### config.mk
export PLATFORM = sky130hd
export DESIGN_NAME = hazard_ctrl
export DESIGN_NICKNAME = d
export VERILOG_FILES = /design/src/rtl/hazard_ctrl.sv
export SDC_FILE = /design/constraint.sdc
export NUM_CORES = 1
export LEC_CHECK = 0
export ABC_CLOCK_PERIOD_IN_PS = 5390
export BUFFER_PORTS_ARGS = -buffer_cell sky130_fd_sc_hd__buf_2
export CORE_MARGIN = 4
export CORE_UTILIZATION = 56
export CTS_CLUSTER_DIAMETER = 40
export CTS_CLUSTER_SIZE = 14
export DETAILED_ROUTE_END_ITERATION = 16
export PLACE_DENSITY = 0.93
export SYNTH_ARGS = -nofsm -noshare
export SYNTH_HDL_FRONTEND = slang
export SYNTH_SLANG_ARGS = --single-unit
### constraint.sdc
create_clock -name clk -period 5.39 [get_ports clk]
set_clock_uncertainty 0.15 [all_clocks]
set_input_delay 1.078 -clock clk [delete_from_list [all_inputs] [get_ports clk]]
set_output_delay 1.078 -clock clk [all_outputs]
set_load 0.005 [all_outputs]
### src/rtl/hazard_ctrl.sv
// Decode-side hazard unit: in-flight rd shadow, stall/flush/bubble controls, registered forwarding selects.
// Build option FORWARDING_EN: load-use stalls plus forwarding; otherwise stall on any RAW until writer is in WB.
module hazard_ctrl #(
    parameter int CNT_W = 16
) (
    input  logic             clk,
    input  logic             rstn,
    input  logic             id_valid_i,
    input  logic [4:0]       id_rs1_i,
    input  logic [4:0]       id_rs2_i,
    input  logic             id_use_rs1_i,
    input  logic             id_use_rs2_i,
    input  logic [4:0]       id_rd_i,
    input  logic             id_regwrite_i,
    input  logic             id_memread_i,
    input  logic             ex_redirect_i,
    output logic             pc_stall_o,
    output logic             ifid_stall_o,
    output logic             ifid_flush_o,
    output logic             idex_bubble_o,
    output logic [1:0]       fwd_a_o,
    output logic [1:0]       fwd_b_o,
    output logic [CNT_W-1:0] stall_cnt_o,
    output logic [CNT_W-1:0] flush_cnt_o
);

    typedef struct packed {
        logic       v;
        logic [4:0] rd;
        logic       wr;
        logic       ld;
    } slot_t;

    slot_t            ex_q, ex_d, mem_q, wb_q;
    logic [CNT_W-1:0] stall_cnt_q, stall_cnt_d, flush_cnt_q, flush_cnt_d;
    logic             ex_m1, ex_m2, mem_m1, mem_m2;
    logic             hz, stall, advance;

    function automatic logic match(input slot_t s, input logic [4:0] rs, input logic use_rs);
        return s.v & s.wr & (s.rd != 5'd0) & use_rs & (s.rd == rs);
    endfunction

    assign ex_m1  = match(ex_q,  id_rs1_i, id_use_rs1_i);
    assign ex_m2  = match(ex_q,  id_rs2_i, id_use_rs2_i);
    assign mem_m1 = match(mem_q, id_rs1_i, id_use_rs1_i);
    assign mem_m2 = match(mem_q, id_rs2_i, id_use_rs2_i);

`ifdef FORWARDING_EN
    logic [1:0] fwd_a_q, fwd_a_d, fwd_b_q, fwd_b_d;

    assign hz = (ex_m1 | ex_m2) & ex_q.ld;

    // EX slot wins: it holds the younger write to the same register
    always_comb begin
        fwd_a_d = 2'b00;
        fwd_b_d = 2'b00;
        if (advance) begin
            if (ex_m1)       fwd_a_d = 2'b01;
            else if (mem_m1) fwd_a_d = 2'b10;
            if (ex_m2)       fwd_b_d = 2'b01;
            else if (mem_m2) fwd_b_d = 2'b10;
        end
    end

    always_ff @(posedge clk) begin
        if (!rstn) begin
            fwd_a_q <= 2'b00;
            fwd_b_q <= 2'b00;
        end else begin
            fwd_a_q <= fwd_a_d;
            fwd_b_q <= fwd_b_d;
        end
    end

    assign fwd_a_o = fwd_a_q;
    assign fwd_b_o = fwd_b_q;
`else
    assign hz      = ex_m1 | ex_m2 | mem_m1 | mem_m2;
    assign fwd_a_o = 2'b00;
    assign fwd_b_o = 2'b00;
`endif

    assign stall   = id_valid_i & ~ex_redirect_i & hz;
    assign advance = id_valid_i & ~ex_redirect_i & ~stall;

    always_comb begin
        ex_d = '0;
        if (advance) begin
            ex_d.v  = 1'b1;
            ex_d.rd = id_rd_i;
            ex_d.wr = id_regwrite_i;
            ex_d.ld = id_memread_i;
        end
    end

    always_comb begin
        stall_cnt_d = stall_cnt_q;
        flush_cnt_d = flush_cnt_q;
        if (stall && (stall_cnt_q != '1))
            stall_cnt_d = stall_cnt_q + CNT_W'(1);
        if (ex_redirect_i && (flush_cnt_q != '1))
            flush_cnt_d = flush_cnt_q + CNT_W'(1);
    end

    always_ff @(posedge clk) begin
        if (!rstn) begin
            ex_q        <= '0;
            mem_q       <= '0;
            wb_q        <= '0;
            stall_cnt_q <= '0;
            flush_cnt_q <= '0;
        end else begin
            ex_q        <= ex_d;
            mem_q       <= ex_q;
            wb_q        <= mem_q;
            stall_cnt_q <= stall_cnt_d;
            flush_cnt_q <= flush_cnt_d;
        end
    end

    // WB slot is tracked but never hazards: the regfile writes before it reads
    logic unused_slot_bits;
    assign unused_slot_bits = ^{wb_q, mem_q.ld, ex_q.ld};

    // Reset fills the pipe with NOPs; a redirect overrides a same-cycle stall
    always_comb begin
        pc_stall_o    = 1'b0;
        ifid_stall_o  = 1'b0;
        ifid_flush_o  = 1'b0;
        idex_bubble_o = 1'b0;
        if (!rstn || ex_redirect_i) begin
            ifid_flush_o  = 1'b1;
            idex_bubble_o = 1'b1;
        end else if (stall) begin
            pc_stall_o    = 1'b1;
            ifid_stall_o  = 1'b1;
            idex_bubble_o = 1'b1;
        end
    end

    assign stall_cnt_o = stall_cnt_q;
    assign flush_cnt_o = flush_cnt_q;

endmodule

==> results of run 1 <==
==> final timing paths <==
kind / depth (start not counted) / to / startpoint
max reg2reg: 6 / stall_cnt_o[6] / mem_q[2]
min reg2reg: 1 / mem_q[7] / ex_q[7]
max: 7 / idex_bubble_o / id_rs1_i[3]
min: 1 / mem_q[7] / ex_q[7]
==> kinds of logic after synthesis <==
| logic type | count (synthesis) | synth area share |
|---|---|---|
| buffers and inverters | 19 | 0.0548 |
| AND/OR/NAND/NOR | 115 | 0.278 |
| other | 1 | 0.00160 |
| multiplexers | 2 | 0.00852 |
| adder cells (fa/ha/maj) | 2 | 0.0106 |
| AO/OA/AOI/OAI | 46 | 0.143 |
| flip-flops | 46 | 0.392 |
| XOR/XNOR | 30 | 0.112 |
==> layout make-up <==
type                            instances  area [sq um]  share of cell area
Timing Repair Buffer                   57           285               0.106
Sequential cell                        46           921               0.342
Inverter                                3          11.3             0.00418
Multi-Input combinational cell        199          1310               0.488
Clock inverter                          2          16.3             0.00604
Tap cell                               50          62.6              0.0232
Clock buffer                            6          82.6              0.0307
==> metrics by stage <==
step	area, sq um	instances	power (uW)	hold WS (ns)
after CTS	2690	363	622	0.342
final	2690	363	614	0.343
after global routing	2690	363	637	0.364
after detailed placement	2590	355	396	0.314
after floorplan	2360	264	380	0.280
after global placement	2590	355	394	0.289
==> flip-flops by register name, indices dropped and copies added (netlist names) <==
| name | flops |
|---|---|
| mem_q | 7 |
| stall_cnt_o | 16 |
| ex_q | 7 |
| flush_cnt_o | 16 |
==> power by group <==
group	switching, uW	internal, uW
Clock	121	106
Combinational	21.5	19.1
Sequential	4.16	344
==> worst reg2reg max path: cells and delay by family (launching register included) <==
family	cells	cell delay, ns
AOI/OAI and AO/OA	2	0.98
DFF	1	0.35
muxes	1	0.15
and+or+nand+nor	3	0.74
==> cell usage in the layout (no fill, tap or decap), types with 4 or more instances in the layout <==
master,netlist,final
a21oi_1,14,14
and2_1,19,19
and3_1,4,4
buf_2,1,57
clkbuf_8,0,6
conb_1,1,4
dfxtp_1,46,46
nand2_1,17,17
nand3_1,20,20
nand4_1,9,9
nor2_1,11,11
nor3_1,5,5
nor4_1,6,6
o31ai_1,8,8
or3_1,6,6
or4_1,8,8
xnor2_1,28,28
==> layer usage <==
metal	GRT usage	vias to the layer above
li1	-	1046
met1	0.228	981
met2	0.354	61
met3	0.0551	12
met4	0.0881	0
met5	0	-
==> impl_metrics.py, run 1 <==
metrics = {
    "outcome": {
        "status": "finished clean",
    },
    "synthesis": {
        "yosysSeqAreaShare": 0.392,
        "synth_top_cell_by_area": "dfxtp_1",
        "synth_most_common_cell": "dfxtp_1",
        "synth_edf_count": 0,
        "syn_avg_cell_area_sq_um": 9.01,
        "synthTopCellsByCount": "dfxtp_1, xnor2_1, nand3_1",
        "ys_top_cells_by_area": "dfxtp_1, xnor2_1, and2_1",
        "syn_area_sq_um": 2350,
        "synth_top_area_frac": 0.392,
        "syn_inst": 261,
        "synth_flop_cell": "dfxtp_1",
        "synth-async-reset-ratio": 0,
        "ys_ff_latch": 46,
        "yosysUniqueCellTypes": 45,
        "yosys_warnings": 0,
    },
    "clock_tree": {
        "cts_max_level": 2,
        "cts_resized": 0,
        "post_cts_buffers": 0,
        "cts_root_buffer": "clkbuf_8",
        "numCtsBuffers": 5,
        "cts_tree": "yes",
        "clkLatencyLatePin_ns": 0.30,
        "path_clk_slew_ns": 0.09,
        "cts.sinks": 46,
        "clockBufferDepth": 2,
        "cts_hold_buffers": 0,
    },
    "drt": {
        "route.detailed.vias_per_inst": 5.79,
        "route.detailed.drc": 0,
        "firstDrtPassIters": 4,
        "final_antenna_net_count": 0,
        "met3_length_um": 299,
        "wl_met2_um": 2650,
        "post_drt_wl_per_cell_um": 14.5,
        "drtIter0Drc": 118,
        "wl_met1_um": 2200,
        "vias": 2100,
        "dr.max_layer_used": "met4",
        "totalWireLength_um": 5260,
    },
    "critical_path": {
        "crit_family": "compound AO/OA/AOI/OAI gates",
        "worstSetupPathType": "in -> out",
        "endpoint_kind": "output pin",
        "cp_common_cell": "buf_2",
        "worstPathRequired_ns": 4.16,
        "cp_slowest_cell": "a32oi_4",
        "critPathMaxFanout": 32,
        "critPathBufInv": 2,
        "cpPeakStageDelay_ns": 0.74,
        "cp.arrival_ns": 2.60,
        "r2r_slack_ns": 2.92,
        "path_cells": "buf_2, xnor2_1, nand4_1, o22ai_2, a32oi_4, nand2_1, buf_2",
        "start_kind": "input pin",
    },
    "sta": {
        "hold_viol": 0,
        "tightest_slew_ns": 0.857,
        "fmax_mhz": 261,
        "slew_violations": 0,
        "setup_tns_ns": 0,
        "maxSlewHeadroom": 0.429,
        "period_share": 0.711,
        "period_minus_slack_ns": 3.83,
        "setup_viol": 0,
        "timing.final.ws_setup_ns": 1.56,
        "rsz0062_at_grt": "no",
    },
    "layout": {
        "num_antenna_cells": 0,
        "drive_above_1_share": 0.233,
        "nFillCells": 345,
        "layout.nets": 337,
        "finish.utilization": 0.668,
        "syn_to_final_growth_pct": 14.5,
    },
    "floorplanning": {
        "start_util": 0.584,
        "num_io_pins": 63,
        "dieArea_sq_um": 5300,
        "dieHeight_um": 72.8,
        "core_area_sq_um": 4030,
        "die_w_um": 72.8,
        "rows": 23,
    },
    "worst_hold_path": {
        "worstHoldPathType": "reg -> reg",
    },
    "placement": {
        "gp_congestion": 0.821,
        "place_worst_setup_slack_ns": 1.56,
        "hpwl_um": 3910,
        "io_buffers": 57,
    },
    "run": {
        "drv_cap": 0,
    },
    "global_route": {
        "track_usage": 0.202,
        "grt_max_degree": 33,
        "grt_pass1_vias": 1923,
        "grt_pass1_wl_um": 8420,
        "antenna_found_initial": 0,
        "globalRoute.totalOverflow": 0,
    },
    "pwr": {
        "static-leakage-power_uw": 0.00105,
        "peakVddDrop_mv": 0.181,
        "pwr_density_cell_nw_per_um2": 228,
    },
}
(Power assumes the default switching activity.)
==> run 2, diff against run 1 <==
- ABC_AREA: unset -> 1
- ABC_CLOCK_PERIOD_IN_PS: 5390 -> 3130
- CORE_UTILIZATION: 56 -> 49
- PLACE_DENSITY: 0.93 -> 0.85
- clock period: 5.39 -> 3.13 ns (I/O delays scaled with it)
==> run 2 against run 1 <==
Combinational power up 130%. Register-to-register slack got worse by 1.7 ns. Flip-flop and latch count unchanged. Routed wire length increased by 21%. Area after synthesis grew 21%.
==> impl_metrics.py, run 2 <==
metrics = {
    "drt": {
        "route.detailed.vias_per_inst": 4.91,
        "firstDrtPassIters": 4,
        "route.detailed.drc": 0,
        "drtIter0Drc": 121,
        "final_antenna_net_count": 0,
        "vias": 2927,
        "post_drt_wl_per_cell_um": 10.7,
        "totalWireLength_um": 6350,
    },
    "layout": {
        "final_cell_mix": "nand2_1, inv_1, nor2_1",
        "syn_to_final_growth_pct": 13.8,
        "num_antenna_cells": 0,
        "final_common_cell": "nand2_1",
        "layout.nets": 548,
        "nFillCells": 565,
        "drive_above_1_share": 0.177,
    },
    "placement": {
        "hpwl_um": 4840,
        "gp_congestion": 0.898,
        "place_worst_setup_slack_ns": 0.652,
        "io_buffers": 57,
    },
    "worst_hold_path": {
        "hold_start": "ex_q[1]",
        "hold_path_depth": 2,
        "hold_end": "mem_q[1]",
        "worstHoldPathType": "reg -> reg",
    },
    "sta": {
        "setup_viol": 0,
        "hold_viol": 0,
        "slew_violations": 0,
        "rsz0062_at_grt": "no",
        "timing.final.ws_setup_ns": 0.603,
        "period_minus_slack_ns": 2.53,
        "setup_tns_ns": 0,
        "fmax_mhz": 396,
        "period_share": 0.807,
    },
    "clock_tree": {
        "numCtsBuffers": 5,
        "path_clk_slew_ns": 0.08,
        "post_cts_buffers": 0,
        "cts_max_level": 2,
        "cts_tree": "yes",
        "cts_root_buffer": "clkbuf_8",
        "clkLatencyLatePin_ns": 0.29,
        "cts.sinks": 46,
        "clockBufferDepth": 2,
        "cts_hold_buffers": 0,
        "cts_resized": 0,
    },
    "critical_path": {
        "endpoint_kind": "output pin",
        "reg2reg_depth": 13,
        "worstSetupPathType": "in -> out",
        "start_kind": "input pin",
        "critPathMaxFanout": 3,
        "cp.arrival_ns": 1.75,
        "worstPathRequired_ns": 2.35,
        "r2r_slack_ns": 1.18,
        "crit-reg2reg-capture": "stall_cnt_o[0]",
        "crit-reg2reg-launch": "mem_q[3]",
    },
    "global_route": {
        "grt_pass1_vias": 2656,
        "grt_max_degree": 32,
        "globalRoute.totalOverflow": 0,
        "antenna_found_initial": 0,
        "track_usage": 0.178,
        "grt_pass1_wl_um": 10800,
    },
    "floorplanning": {
        "core_area_sq_um": 5570,
        "start_util": 0.509,
        "rows": 27,
        "dieArea_sq_um": 7080,
        "die_w_um": 84.1,
        "num_io_pins": 63,
        "dieHeight_um": 84.1,
    },
    "synthesis": {
        "synthTopCellsByCount": "nand2_1, inv_1, nor2_1",
        "synth-async-reset-ratio": 0,
        "syn_avg_cell_area_sq_um": 6.05,
        "synth_top_area_frac": 0.324,
        "yosysSeqAreaShare": 0.324,
        "synth_most_common_cell": "nand2_1",
        "syn_inst": 469,
        "yosysUniqueCellTypes": 36,
        "ys_top_cells_by_area": "dfxtp_1, nand2_1, inv_1",
        "synth_flop_cell": "dfxtp_1",
        "syn_area_sq_um": 2840,
        "yosys_warnings": 0,
        "synth_top_cell_by_area": "dfxtp_1",
        "synth_edf_count": 0,
        "ys_ff_latch": 46,
    },
    "pwr": {
        "peakVddDrop_mv": 0.194,
        "static-leakage-power_uw": 0.00172,
        "report.power.total_uw": 1060,
        "pwr_density_cell_nw_per_um2": 330,
    },
    "outcome": {
        "status": "finished clean",
    },
    "run": {
        "drv_cap": 0,
    },
}
## run 2: cell count changes after synthesis, sizes merged, moves of 6 or more
cell   previous run  this run
nand3            20        28
or4               8         0
or3               6         0
nand2            17       139
nand4             9        22
and3              7         1
o31ai             8         0
inv               3       101
nor2             11        72
xnor2            28         1
and2             20         0
## run 2: layer usage
metal / wire, um / up-vias / track usage
met5: 0 / - / 0
met4: 78 / 0 / 0.0629
met3: 416 / 8 / 0.0365
met2: 3070 / 98 / 0.309
met1: 2790 / 1297 / 0.216
li1: - / 1524 / -
## run 2: logic make-up after synthesis
kind of cell,after synthesis,synth area share
buffers and inverters,117,0.173
XOR/XNOR,3,0.00926
AO/OA/AOI/OAI,27,0.0551
adder cells (fa/ha/maj),2,0.00881
flip-flops,46,0.324
other,1,0.00132
AND/OR/NAND/NOR,273,0.428
## run 2: cell type report
cell class | count | area, sq um | area share
clock buffers | 7 | 86.3 | 0.0267
clock inverters | 1 | 5.00 | 0.00155
inverters | 101 | 382 | 0.118
multi-input cells | 309 | 1440 | 0.445
flip-flops and latches | 46 | 921 | 0.285
well taps | 72 | 90.1 | 0.0279
repair buffers | 60 | 308 | 0.0953
## run 2: power breakdown
part           switching (uW)  total (uW)  leakage (uW)  internal (uW)
Sequential               5.90         597      0.000372            591
Clock                     197         376     0.0000482            179
Combinational            58.4        92.1       0.00130           33.8
Total                     261        1060       0.00172            803
## run 2: worst max path at each step
| stage | startpoint | end | slack, ns |
|---|---|---|---|
| finish | id_rs1_i[4] | idex_bubble_o | 0.60 |
| global route | id_rs1_i[4] | idex_bubble_o | 0.52 |
| CTS | id_rs1_i[4] | idex_bubble_o | 0.65 |
| detailed placement | id_rs1_i[4] | idex_bubble_o | 0.65 |
| global placement | id_rs1_i[3] | idex_bubble_o | 0.72 |
| floorplan | id_rs2_i[4] | pc_stall_o | 0.77 |
## run 2: stage by stage
step / hold WS [ns] / instances / instance area (sq um) / util
2_1_floorplan: 0.257 / 472 / 2850 / -
3_3_place_gp: 0.269 / 588 / 3140 / 0.563
3_5_place_dp: 0.273 / 588 / 3140 / 0.563
4_1_cts: 0.283 / 596 / 3230 / 0.579
5_1_grt: 0.329 / 596 / 3230 / 0.579
6_report: 0.279 / 596 / 3230 / 0.579
## run 2: critical path: stages
cell	delay, ns
buf_2	0.11
inv_1	0.06
nand2_1	0.05
nand2_1	0.05
nor2_1	0.13
nand3_1	0.11
nand2_1	0.08
nand2_1	0.09
nand2_4	0.09
inv_1	0.05
o211ai_1	0.16
buf_2	0.14
==> run 3, diff against run 2 <==
- ABC_CLOCK_PERIOD_IN_PS: 3130 -> 2500
- CORE_UTILIZATION: 49 -> 54
- PLACE_DENSITY: 0.85 -> 0.89
- clock period: 3.13 -> 2.5 ns (I/O delays scaled with it)
==> run 3 against run 2 <==
Routed wire length fell by 2.2%. Flip-flop and latch count did not move. Power rose by 32%. Via count fell by 2.1%. Sequential power rose by 25%. Highest routed layer unchanged.
==> impl_metrics.py, run 3 (synthesis results as in run 2) <==
metrics = {
    "sta": {
        "fmax_mhz": 441,
        "slew_violations": 0,
        "setup_viol": 0,
        "period_minus_slack_ns": 2.27,
        "period_share": 0.908,
        "whs_ns": 0.265,
        "timing.final.ws_setup_ns": 0.231,
        "setup_tns_ns": 0,
        "rsz0062_at_grt": "no",
        "hold_viol": 0,
    },
    "clock_tree": {
        "cts_resized": 0,
        "clockBufferDepth": 2,
        "clkLatencyLatePin_ns": 0.30,
        "numCtsBuffers": 5,
        "cts_hold_buffers": 0,
        "post_cts_buffers": 0,
        "cts_max_level": 2,
        "path_clk_slew_ns": 0.08,
        "cts_tree": "yes",
        "cts_root_buffer": "clkbuf_8",
        "cts.sinks": 46,
    },
    "global_route": {
        "antenna_found_initial": 0,
        "grt_max_degree": 32,
        "track_usage": 0.204,
        "globalRoute.totalOverflow": 0,
        "grt_pass1_wl_um": 10800,
        "grt_pass1_vias": 2630,
    },
    "drt": {
        "final_antenna_net_count": 0,
        "route.detailed.drc": 0,
        "drtIter0Drc": 104,
        "firstDrtPassIters": 4,
        "vias": 2866,
        "totalWireLength_um": 6210,
        "post_drt_wl_per_cell_um": 10.5,
        "route.detailed.vias_per_inst": 4.82,
    },
    "critical_path": {
        "r2r_slack_ns": 0.60,
        "endpoint_kind": "output pin",
        "reg2reg_depth": 9,
        "crit-reg2reg-launch": "flush_cnt_o[1]",
        "cp.arrival_ns": 1.62,
        "worstSetupPathType": "reg -> out",
        "critPathMaxFanout": 4,
        "start_kind": "flip-flop",
        "crit-reg2reg-capture": "flush_cnt_o[10]",
        "worstPathRequired_ns": 1.85,
    },
    "placement": {
        "place_worst_setup_slack_ns": 0.320,
        "hpwl_um": 4710,
        "io_buffers": 57,
        "numPlacedInstances": 586,
        "gp_congestion": 0.856,
    },
    "floorplanning": {
        "dieHeight_um": 80.5,
        "num_io_pins": 63,
        "rows": 26,
        "dieArea_sq_um": 6480,
        "die_w_um": 80.5,
        "start_util": 0.556,
        "core_area_sq_um": 5110,
    },
    "layout": {
        "nFillCells": 487,
        "drive_above_1_share": 0.179,
        "layout.nets": 548,
        "syn_to_final_growth_pct": 14.3,
        "final_cell_mix": "nand2_1, inv_1, nor2_1",
        "final_common_cell": "nand2_1",
        "fin_cells": 594,
        "num_antenna_cells": 0,
    },
    "pwr": {
        "pwr-share-clk": 0.388,
        "internal_power_uw": 1080,
        "combPwrFrac": 0.082,
        "pwr_density_cell_nw_per_um2": 435,
        "pwr-share-seq": 0.530,
        "peakVddDrop_mv": 0.340,
        "switching_share": 0.236,
        "static-leakage-power_uw": 0.00173,
        "switchingPower_uw": 333,
    },
    "worst_hold_path": {
        "worstHoldPathType": "in -> reg",
        "hold_start": "id_rd_i[3]",
        "hold_end": "ex_q[5]",
        "hold_path_depth": 3,
    },
    "run": {
        "drv_cap": 0,
    },
    "outcome": {
        "status": "finished clean",
    },
}
==> run 3: changes by cell type in the layout (fill, tap and decap cells not counted) <==
cell / delta
bufinv_16: +1
clkbuf_8: -1
clkinv_2: +1
clkbuf_1: -1
==> run 3: cell type report <==
cell class / instances / area (sq um) / area share
Sequential cell: 46 / 921 / 0.284
Clock buffer: 5 / 68.8 / 0.0212
Tap cell: 70 / 87.6 / 0.0270
Clock inverter: 3 / 40.0 / 0.0123
Timing Repair Buffer: 60 / 308 / 0.0949
Multi-Input combinational cell: 309 / 1440 / 0.443
Inverter: 101 / 382 / 0.118
==> run 3: worst max-delay path by stage <==
stage	start	endpoint	slack [ns]	cells after the start
6_report	ex_q[5]	idex_bubble_o	0.23	11
3_3_place_gp	id_rs2_i[3]	idex_bubble_o	0.32	12
4_1_cts	ex_q[5]	idex_bubble_o	0.21	11
5_1_grt	ex_q[3]	idex_bubble_o	0.02	11
2_1_floorplan	id_rs2_i[4]	pc_stall_o	0.39	12
3_5_place_dp	id_rs2_i[3]	idex_bubble_o	0.32	12
==> run 3: layer usage <==
| layer | share of wire | GRT usage |
|---|---|---|
| met3 | 0.060 | 0.0280 |
| met1 | 0.46 | 0.258 |
| met5 | 0 | 0 |
| met4 | 0.0090 | 0.0608 |
| met2 | 0.47 | 0.359 |
==> run 3: critical path, cell delays in order, from the launching register on <==
cell and delay (ns):
dfxtp_1 0.42, inv_2 0.07, nand2_1 0.06, nand2_1 0.05
nor2_1 0.11, nand3_1 0.08, nand2_1 0.08, nand2_2 0.06
nand2_4 0.05, inv_1 0.06, o211ai_1 0.15, buf_2 0.14
==> run 3: stage by stage <==
stage	area [sq um]	total power [uW]	util
floorplan	2850	844	-
global placement	3140	875	0.614
detailed placement	3140	879	0.614
CTS	3240	1430	0.635
global route	3240	1470	0.635
finish	3240	1410	0.635
==> run 3: power groups by stage <==
stage                     clock (uW)  sequential, uW  combinational, uW
final                            547             747                116
after global routing             590             749                134
after CTS                        564             747                115
after detailed placement           0             765                114
after global placement             0             764                111
after floorplan                    0             764               80.1
